**src/rtl/lcdi_weight_mac_pkg.sv**
```systemverilog
// Shared constants, state encodings and index helpers for the LCDI weight MAC.
// Used by lcdi_weight_mac and lcdi_coef_rom; the coefficient write port is enabled by LCDI_COEF_WR_EN.
package lcdi_weight_mac_pkg;

    localparam int LCDI_DATA_WIDTH   = 8;
    localparam int LCDI_NUM_CLASSES  = 81;
    localparam int LCDI_IDX_WIDTH    = 7;
    localparam int LCDI_NUM_TAPS     = 4;
    localparam int LCDI_COEF_DEFAULT = 64;

    localparam logic [1:0] ST_IDLE  = 2'd0;
    localparam logic [1:0] ST_FETCH = 2'd1;
    localparam logic [1:0] ST_DRAIN = 2'd2;
    localparam logic [1:0] ST_HOLD  = 2'd3;

    typedef logic [LCDI_IDX_WIDTH-1:0] lcdi_idx_t;

    // Class indices above the last ROM entry carry no weight and flag an error.
    function automatic logic lcdi_idx_illegal(input lcdi_idx_t idx);
        return (idx > LCDI_IDX_WIDTH'(LCDI_NUM_CLASSES - 1));
    endfunction

endpackage

```
**src/rtl/lcdi_weight_mac_coef_rom.sv**
```systemverilog
// 81-entry coefficient store with a registered (1-cycle) read.
// With LCDI_COEF_WR_EN defined the store is writable; otherwise every entry is the fixed default.
module lcdi_coef_rom
    import lcdi_weight_mac_pkg::*;
#(
    parameter int COEF_WIDTH = 8
) (
    input  logic                  clk,
    input  logic                  rst_n,
    input  logic                  rd_en,
    input  lcdi_idx_t             rd_addr,
`ifdef LCDI_COEF_WR_EN
    input  logic                  wr_en,
    input  lcdi_idx_t             wr_addr,
    input  logic [COEF_WIDTH-1:0] wr_data,
`endif
    output logic [COEF_WIDTH-1:0] rd_data
);

    logic [COEF_WIDTH-1:0] rd_data_r;

`ifdef LCDI_COEF_WR_EN
    logic [COEF_WIDTH-1:0] mem_r [LCDI_NUM_CLASSES];

    // Coefficient storage; reset restores the averaging weights.
    always_ff @(posedge clk) begin
        if (!rst_n) begin
            for (int i = 0; i < LCDI_NUM_CLASSES; i++) begin
                mem_r[i] <= COEF_WIDTH'(LCDI_COEF_DEFAULT);
            end
        end else if (wr_en && !lcdi_idx_illegal(wr_addr)) begin
            mem_r[wr_addr] <= wr_data;
        end
    end

    // Registered read port.
    always_ff @(posedge clk) begin
        if (!rst_n) begin
            rd_data_r <= {COEF_WIDTH{1'b0}};
        end else if (rd_en && !lcdi_idx_illegal(rd_addr)) begin
            rd_data_r <= mem_r[rd_addr];
        end
    end
`else
    // Registered read port over a constant table.
    always_ff @(posedge clk) begin
        if (!rst_n) begin
            rd_data_r <= {COEF_WIDTH{1'b0}};
        end else if (rd_en && !lcdi_idx_illegal(rd_addr)) begin
            rd_data_r <= COEF_WIDTH'(LCDI_COEF_DEFAULT);
        end
    end
`endif

    assign rd_data = rd_data_r;

endmodule

```
**src/rtl/lcdi_weight_mac.sv**
```systemverilog
// Four-tap weight multiply-accumulate: class index -> ROM weight, sum of weight*pixel, round/normalise/saturate.
// Optional runtime coefficient writes are enabled by defining LCDI_COEF_WR_EN.
module lcdi_weight_mac
    import lcdi_weight_mac_pkg::*;
#(
    parameter int DATA_WIDTH = LCDI_DATA_WIDTH,
    parameter int COEF_WIDTH = 8,
    parameter int NORM_SHIFT = 8,
    parameter int ACC_WIDTH  = 18
) (
    input  logic                      clk,
    input  logic                      rst_n,
    input  logic                      in_valid,
    output logic                      in_ready,
    input  logic [LCDI_IDX_WIDTH-1:0] index0,
    input  logic [LCDI_IDX_WIDTH-1:0] index1,
    input  logic [LCDI_IDX_WIDTH-1:0] index2,
    input  logic [LCDI_IDX_WIDTH-1:0] index3,
    input  logic [DATA_WIDTH-1:0]     pix0,
    input  logic [DATA_WIDTH-1:0]     pix1,
    input  logic [DATA_WIDTH-1:0]     pix2,
    input  logic [DATA_WIDTH-1:0]     pix3,
`ifdef LCDI_COEF_WR_EN
    input  logic                      coef_we,
    input  logic [LCDI_IDX_WIDTH-1:0] coef_addr,
    input  logic [COEF_WIDTH-1:0]     coef_wdata,
`endif
    output logic                      out_valid,
    input  logic                      out_ready,
    output logic [DATA_WIDTH-1:0]     out_pix,
    output logic                      out_err
);

    localparam int PROD_WIDTH = DATA_WIDTH + COEF_WIDTH;
    localparam logic [ACC_WIDTH:0] ROUND_BIAS = (ACC_WIDTH + 1)'(1) << (NORM_SHIFT - 1);

    logic [1:0]            state_r;
    logic                  in_ready_r;
    logic                  out_valid_r;
    logic                  out_err_r;
    logic [DATA_WIDTH-1:0] out_pix_r;
    logic                  err_r;
    logic [ACC_WIDTH-1:0]  acc_r;
    logic [1:0]            k_r;
    logic                  mac_vld_r;
    logic [1:0]            mac_k_r;
    logic                  mac_oor_r;
    lcdi_idx_t             idx_r [LCDI_NUM_TAPS];
    logic [DATA_WIDTH-1:0] pix_r [LCDI_NUM_TAPS];

    logic                  accept_s;
    lcdi_idx_t             rom_addr_s;
    logic                  tap_oor_s;
    logic                  rom_rd_s;
    logic [COEF_WIDTH-1:0] rom_data_s;
    logic [COEF_WIDTH-1:0] weight_s;
    logic [PROD_WIDTH-1:0] prod_s;
    logic [ACC_WIDTH-1:0]  acc_next_s;
    logic [ACC_WIDTH:0]    round_s;
    logic [ACC_WIDTH:0]    norm_s;
    logic [DATA_WIDTH-1:0] sat_s;

    assign accept_s = in_valid && in_ready_r;

    // Address issue for tap k; illegal indices skip the ROM entirely.
    always_comb begin
        rom_addr_s = idx_r[k_r];
        tap_oor_s  = lcdi_idx_illegal(rom_addr_s);
        rom_rd_s   = (state_r == ST_FETCH) && !tap_oor_s;
    end

    // Product of the weight returned this cycle with its paired pixel, then round and saturate.
    always_comb begin
        if (mac_oor_r) begin
            weight_s = {COEF_WIDTH{1'b0}};
        end else begin
            weight_s = rom_data_s;
        end
        prod_s     = PROD_WIDTH'(weight_s) * PROD_WIDTH'(pix_r[mac_k_r]);
        acc_next_s = acc_r + ACC_WIDTH'(prod_s);
        round_s    = {1'b0, acc_r} + ROUND_BIAS;
        norm_s     = round_s >> NORM_SHIFT;
        if (|norm_s[ACC_WIDTH:DATA_WIDTH]) begin
            sat_s = {DATA_WIDTH{1'b1}};
        end else begin
            sat_s = norm_s[DATA_WIDTH-1:0];
        end
    end

`ifdef LCDI_COEF_WR_EN
    logic coef_wr_s;
    assign coef_wr_s = coef_we && (state_r == ST_IDLE) && !lcdi_idx_illegal(coef_addr);
`endif

    lcdi_coef_rom #(
        .COEF_WIDTH (COEF_WIDTH)
    ) u_coef_rom (
        .clk     (clk),
        .rst_n   (rst_n),
        .rd_en   (rom_rd_s),
        .rd_addr (rom_addr_s),
`ifdef LCDI_COEF_WR_EN
        .wr_en   (coef_wr_s),
        .wr_addr (coef_addr),
        .wr_data (coef_wdata),
`endif
        .rd_data (rom_data_s)
    );

    // Capture the index/pixel set on accept.
    always_ff @(posedge clk) begin
        if (!rst_n) begin
            for (int i = 0; i < LCDI_NUM_TAPS; i++) begin
                idx_r[i] <= {LCDI_IDX_WIDTH{1'b0}};
                pix_r[i] <= {DATA_WIDTH{1'b0}};
            end
        end else if (accept_s) begin
            idx_r[0] <= index0;
            idx_r[1] <= index1;
            idx_r[2] <= index2;
            idx_r[3] <= index3;
            pix_r[0] <= pix0;
            pix_r[1] <= pix1;
            pix_r[2] <= pix2;
            pix_r[3] <= pix3;
        end
    end

    // Tags that follow each ROM read so the product lines up with the returned weight.
    always_ff @(posedge clk) begin
        if (!rst_n) begin
            mac_vld_r <= 1'b0;
            mac_k_r   <= 2'd0;
            mac_oor_r <= 1'b0;
        end else begin
            mac_vld_r <= (state_r == ST_FETCH);
            mac_k_r   <= k_r;
            mac_oor_r <= tap_oor_s;
        end
    end

    // Control FSM, accumulator and registered outputs.
    always_ff @(posedge clk) begin
        if (!rst_n) begin
            state_r     <= ST_IDLE;
            in_ready_r  <= 1'b0;
            out_valid_r <= 1'b0;
            out_pix_r   <= {DATA_WIDTH{1'b0}};
            out_err_r   <= 1'b0;
            err_r       <= 1'b0;
            acc_r       <= {ACC_WIDTH{1'b0}};
            k_r         <= 2'd0;
        end else begin
            case (state_r)
                ST_IDLE: begin
                    if (accept_s) begin
                        acc_r      <= {ACC_WIDTH{1'b0}};
                        err_r      <= lcdi_idx_illegal(index0) || lcdi_idx_illegal(index1) ||
                                      lcdi_idx_illegal(index2) || lcdi_idx_illegal(index3);
                        k_r        <= 2'd0;
                        in_ready_r <= 1'b0;
                        state_r    <= ST_FETCH;
                    end else begin
                        in_ready_r <= 1'b1;
                    end
                end
                ST_FETCH: begin
                    k_r <= k_r + 2'd1;
                    if (mac_vld_r) begin
                        acc_r <= acc_next_s;
                    end
                    if (k_r == 2'd3) begin
                        state_r <= ST_DRAIN;
                    end
                end
                ST_DRAIN: begin
                    if (mac_vld_r) begin
                        acc_r <= acc_next_s;
                    end else begin
                        out_pix_r   <= sat_s;
                        out_err_r   <= err_r;
                        out_valid_r <= 1'b1;
                        state_r     <= ST_HOLD;
                    end
                end
                ST_HOLD: begin
                    if (out_valid_r && out_ready) begin
                        out_valid_r <= 1'b0;
                        in_ready_r  <= 1'b1;
                        state_r     <= ST_IDLE;
                    end
                end
                default: begin
                    state_r     <= ST_IDLE;
                    in_ready_r  <= 1'b0;
                    out_valid_r <= 1'b0;
                end
            endcase
        end
    end

    assign in_ready  = in_ready_r;
    assign out_valid = out_valid_r;
    assign out_pix   = out_pix_r;
    assign out_err   = out_err_r;

endmodule

```
**config.mk**
```make
export PLATFORM = sky130hd
export DESIGN_NAME = lcdi_weight_mac
export DESIGN_NICKNAME = d
export VERILOG_FILES = /design/src/rtl/lcdi_weight_mac_pkg.sv /design/src/rtl/lcdi_weight_mac_coef_rom.sv /design/src/rtl/lcdi_weight_mac.sv
export SDC_FILE = /design/constraint.sdc
export NUM_CORES = 1
export LEC_CHECK = 0
export ABC_AREA = 0
export CAP_MARGIN = 40
export CORE_MARGIN = 2
export CORE_UTILIZATION = 54
export CTS_CLUSTER_SIZE = 30
export DETAILED_ROUTE_END_ITERATION = 16
export PLACE_DENSITY = 0.79
export SYNTH_ARGS = -nofsm -noshare
export SYNTH_HDL_FRONTEND = slang
export SYNTH_SLANG_ARGS = --single-unit
```
**constraint.sdc**
```tcl
create_clock -name clk -period 4.4 [get_ports clk]
set_clock_uncertainty 0.2 [all_clocks]
set_input_delay 0.88 -clock clk [delete_from_list [all_inputs] [get_ports clk]]
set_output_delay 0.88 -clock clk [all_outputs]
set_load 0.01 [all_outputs]
```
; Yosys cells after proc, flatten, opt, wreduce, memory -nomap -nowiden
; Memories as Yosys holds them, arrays and structs flattened. A register that Yosys moved wholly into a read port is not among the register bits.
; Cells that the tools add are included.
[word_totals]
regBits = 37
ram_bits = 60
input_bits = 64
mem_count = 2
[memory_table]
columns = memory, depth, width, read_ports, rd_ports_with_merged_regs, wr, line_no
row1 = pix_r, 4, 8, 1, 1, 4, lcdi_weight_mac.sv:49  ; logic [DATA_WIDTH-1:0] pix_r [LCDI_NUM_TAPS];
row2 = idx_r, 4, 7, 1, 1, 4, lcdi_weight_mac.sv:48  ; lcdi_idx_t idx_r [LCDI_NUM_TAPS];
[op_classes]
add_sub_neg = 3
n_mul = 1
order_cmp = 5
n_eq_ne = 9
muxes = 33
bitwise = 9
reduce_logical = 22
[op_table]
columns = op, n
row1 = 8-bit two-way mux, 5
row2 = 18-bit two-way mux, 2
row3 = 18-bit case mux with 2 select lines, 1
row4 = 7-bit > comparator (second input constant), 5
row5 = 7-bit two-way mux, 5
row6 = 18-bit by 8-bit adder with 19-bit output (second input constant), 1
row7 = 18-bit by 16-bit adder with 18-bit output, 1
row8 = 8-bit by 8-bit multiplier with 16-bit output, 1
row9 = 2-bit two-way mux, 8
row10 = 1-bit two-way mux, 8
row11 = 1-bit OR, 8
row12 = 2-bit case mux with 4 select lines, 1
row13 = 2-bit AND reduction, 4
row14 = 2-bit nonzero test, 4
row15 = 2-bit == test (second input constant), 3
row16 = 2-bit inequality test (second input constant), 3
row17 = 3-bit AND reduction, 2
row18 = 1-bit logical AND, 4
row19 = 2-bit by 1-bit inequality test with 1-bit output (second input constant), 2
row20 = 1-bit case mux with 2 select lines, 2
row21 = 2-bit case mux with 2 select lines, 1
row22 = 4-bit AND reduction, 1
row23 = 1-bit logical OR, 3
row24 = 3-bit OR reduction, 1
row25 = other kinds (6), 6

; Depth between registers and ports, before layout
[depth]
word_depth = 5
depth_mapped = 13
mapped_depth_nobuf = 12

; Modules after synthesis
; From an unflattened synthesis, not the netlist that was laid out.
[unflattened]
cells_unflattened = 725
hier_area_um2 = 7240.7
[modules_own_cells]
columns = module, instances, cells_each, area_per_inst_um2
row1 = lcdi_weight_mac, 1, 709, 7126.8
row2 = lcdi_coef_rom, 1, 16, 113.9

; Worst setup path before layout
; Ideal clock, no wire load.
[synth_path]
kind = flip-flop to flip-flop
startpoint = register (tool-made name)
endpoint = register acc_r[16]
arrival_ns = 3.127
setup_slack_ns = 0.954
stages_incl_launch_ff = 14
path_buffers = 1
synth_period_minus_slack_ns = 3.446
path_cell_list = dfxtp_1 > buf_2 > mux4_2 > nor2b_1 > ha_1 > ha_1 > ha_1 > inv_1 > fa_1 > nor2b_1 > o31a_1 > o21ai_0 > a311o_1 > mux2i_1
[synth_lines]
columns = item, line_no
row1 = to (signal assigned), lcdi_weight_mac.sv:151  ; acc_r <= {ACC_WIDTH{1'b0}};
row2 = to (signal assigned), lcdi_weight_mac.sv:157  ; acc_r <= {ACC_WIDTH{1'b0}};
row3 = to (signal assigned), lcdi_weight_mac.sv:170  ; acc_r <= acc_next_s;
row4 = to (decl), lcdi_weight_mac.sv:43  ; logic [ACC_WIDTH-1:0] acc_r;

==> flow_metrics.env <==
export IMPL_status="finished, final reports clean"
export IMPL_ff2ff_path_depth=12
export IMPL_cts_buffers=9
export IMPL_synth_seq_cells=95
export IMPL_sw_frac_of_total=0.293
export IMPL_setup_viol=0
export IMPL_m1WireLength_um=3990
export IMPL_crit_type="register to register"
export IMPL_routed_top_layer="met4"
export IMPL_antenna_left=0
export IMPL_vias_per_cell=5.53
export IMPL_hold_start="u_coef_rom.rd_data[6]"
export IMPL_met3_length_um=420
export IMPL_internal_power_uw=1530
export IMPL_finalCritPeriodShare=0.827
export IMPL_post_cts_buffers=0
export IMPL_insertion_delay_ps=360
export IMPL_worst_hold_path_endpoint="u_coef_rom.rd_data[6]"
export IMPL_antenna_found_initial=0
export IMPL_stdcell_count=595
export IMPL_avgRoutedWirePerCell_um=15.0
export IMPL_timing_final_ws_setup_ps=759
export IMPL_postSynthCellCount=408
export IMPL_hold_path_class="register to register"
export IMPL_drt_total_wl_um=8940
export IMPL_period_needed_ps=3640
export IMPL_synth_edf_count=60
export IMPL_endpoint_kind="register"
export IMPL_slew_limit_headroom=0.504
export IMPL_p_leak_uw=0.00217
export IMPL_cp_arrival_ps=3690
export IMPL_fin_tns_setup_ps=0
export IMPL_synth_area_um2=4710
export IMPL_dp_hpwl_um=6810
export IMPL_clock_power_share=0.251
export IMPL_gp_congestion=0.830
export IMPL_drt_iter0_markers=125
export IMPL_syn2layout_area_growth_pct=22.0
export IMPL_synth_top_cell_area_share=0.382
export IMPL_avgSynthCellArea_um2=11.6
export IMPL_max_freq_ghz=0.275
export IMPL_cap_violations=0
export IMPL_antenna_cells=0
export IMPL_row_count=34
export IMPL_ys_flop_type="edfxtp_1"
export IMPL_power_net_switching_uw=636
export IMPL_ys_top_cells_by_area="edfxtp_1, dfxtp_1, and2_1"
export IMPL_ys_async_sr_fraction=0
export IMPL_pwr_share_comb=0.222
export IMPL_ctsHoldBuffers=0
export IMPL_p_per_area_nw_per_um2=377
export IMPL_io_pins=75
export IMPL_path_clk_slew_ps=90
export IMPL_grt_pass1_wl_um=15000
export IMPL_ys_types=50
export IMPL_grt_setup_unrepaired="false"
export IMPL_final_nets=577
export IMPL_cts_root_buf="clkbuf_8"
export IMPL_drc=0
export IMPL_layout_drive_gt1_share=0.0678
export IMPL_core_region_area_um2=8590
export IMPL_mappedNetlistNets=503
export IMPL_r2r_slack_ps=760
export IMPL_hold_depth=2
export IMPL_clkSinkCount=95
export IMPL_first_pass_iters=5
export IMPL_grt_usage=0.194
export IMPL_dieWidth_um=97.4
export IMPL_start_util=0.548
export IMPL_dr_wl_met2_um=4390
export IMPL_pwr_share_seq=0.527
export IMPL_path_max_fanout=5
export IMPL_grt_pass1_vias=3346
export IMPL_cp_required_ps=4450
export IMPL_grt_start_max_net_pins=61
export IMPL_cts_tree="yes"
export IMPL_overflow=0
export IMPL_hold_violations=0
export IMPL_htree_levels=3
export IMPL_io_buffer_count=74
export IMPL_drv_slew=0
export IMPL_utilization=0.669
export IMPL_cts_resized=0
export IMPL_ys_seq_area_frac=0.531
export IMPL_die_h_um=97.4
export IMPL_vias=3289
export IMPL_cts_max_path_buffers=2
export IMPL_ir_worst_vdd_mv=0.156
export IMPL_placed_cells=579
export IMPL_start_kind="register"
export IMPL_die_area_um2=9490
export IMPL_dpl_worst_slack_ps=777
export IMPL_synth_warnings=0
export IMPL_synth_top_area_cell="edfxtp_1"
export IMPL_timing_rr_end="acc_r[16]"
export IMPL_max_slew_worst_pin_slew_ps=741
through the flow:
stage | cell area (µm²) | power [µW] | hold slack, ps
3_5_place_dp | 5570 | 1650 | 244
2_1_floorplan | 4710 | 1460 | 226
5_1_grt | 5750 | 2290 | 292
3_3_place_gp | 5570 | 1630 | 240
4_1_cts | 5750 | 2190 | 256
6_report | 5750 | 2170 | 252
synth_stat cells, types with 3 or more instances:
cell      count
and2_1       63
edfxtp_1     60
dfxtp_1      35
ha_1         30
o21ai_0      23
nor2b_1      22
a21oi_1      18
nand2_1      18
nand3_1      16
clkbuf_1     13
inv_1        11
nor2_1       10
mux4_2        8
nand4_1       6
xor2_1        6
a21boi_0      5
a22oi_1       5
o41a_1        5
xnor2_1       5
nand2b_1      4
buf_2         3
mux2i_1       3
o21a_1        3
o21ai_1       3
power groups by stage:
stage / sequential (µW) / clock (µW) / combinational [µW]
3_3_place_gp: 1160 / 0 / 469
2_1_floorplan: 1160 / 0 / 303
6_report: 1140 / 544 / 482
3_5_place_dp: 1170 / 0 / 482
4_1_cts: 1150 / 554 / 485
5_1_grt: 1160 / 590 / 538
logic make-up (layout without fill, tap and decap cells):
kind of cell / count (synthesis) / count (layout) / share of synthesized area
XOR/XNOR: 11 / 11 / 0.0204
adder cells (fa/ha/maj): 31 / 31 / 0.0839
flip-flops: 95 / 95 / 0.531
AND/OR/NAND/NOR: 152 / 152 / 0.184
buffers and inverters: 27 / 106 / 0.0223
AO/OA/AOI/OAI: 81 / 81 / 0.114
multiplexers: 11 / 11 / 0.0446
routing by layer:
layer / global-route usage / vias to the layer above
li1: - / 1643
met1: 0.253 / 1530
met2: 0.325 / 104
met3: 0.0439 / 12
met4: 0.0630 / 0
met5: 0 / -
flip-flops by register name, summed over array words and instances, names as in the netlist, named ones only:
register and count:
pix_r 32, idx_r 28, acc_r 12, out_pix 8, k_r 2, state_r 2, err_r 1, in_ready 1
mac_oor_r 1, mac_vld_r 1, out_err 1, out_valid 1, u_coef_rom.rd_data 1
worst max-delay path: stages (launching register included):
cell and delay (ps):
dfxtp_1 500, mux4_2 540, nor2b_1 140, ha_1 280
ha_1 290, ha_1 180, inv_1 60, fa_1 400
nor2b_1 180, o31a_1 170, o21ai_0 130, a311o_1 350
mux2i_1 110
cell usage in the layout, fill, tap and decap left out, types with 16 or more instances in the layout:
cell type,Yosys,final
o21ai_0,23,23
ha_1,30,30
nand2_1,18,17
dfxtp_1,35,35
nor2b_1,22,22
and2_1,63,63
nand3_1,16,16
clkdlybuf4s50_1,0,74
edfxtp_1,60,60
a21oi_1,18,18
layout make-up:
class                   count  area [µm²]
clock buffers               9         124
clock inverters             7        61.3
well taps                 108         135
repair buffers             79         778
inverters                  11        41.3
fillers                   656        2840
flip-flops and latches     95        2500
multi-input cells         286        2110
worst max-delay path by stage:
stage | to | slack (ps) | cells after the start
after floorplan | acc_r[16] | 950 | 13
after global placement | acc_r[16] | 890 | 12
after detailed placement | acc_r[16] | 780 | 12
after CTS | acc_r[16] | 760 | 12
after global routing | acc_r[16] | 560 | 12
final | acc_r[16] | 760 | 12
No activity file was read; power rests on OpenSTA's default activity.
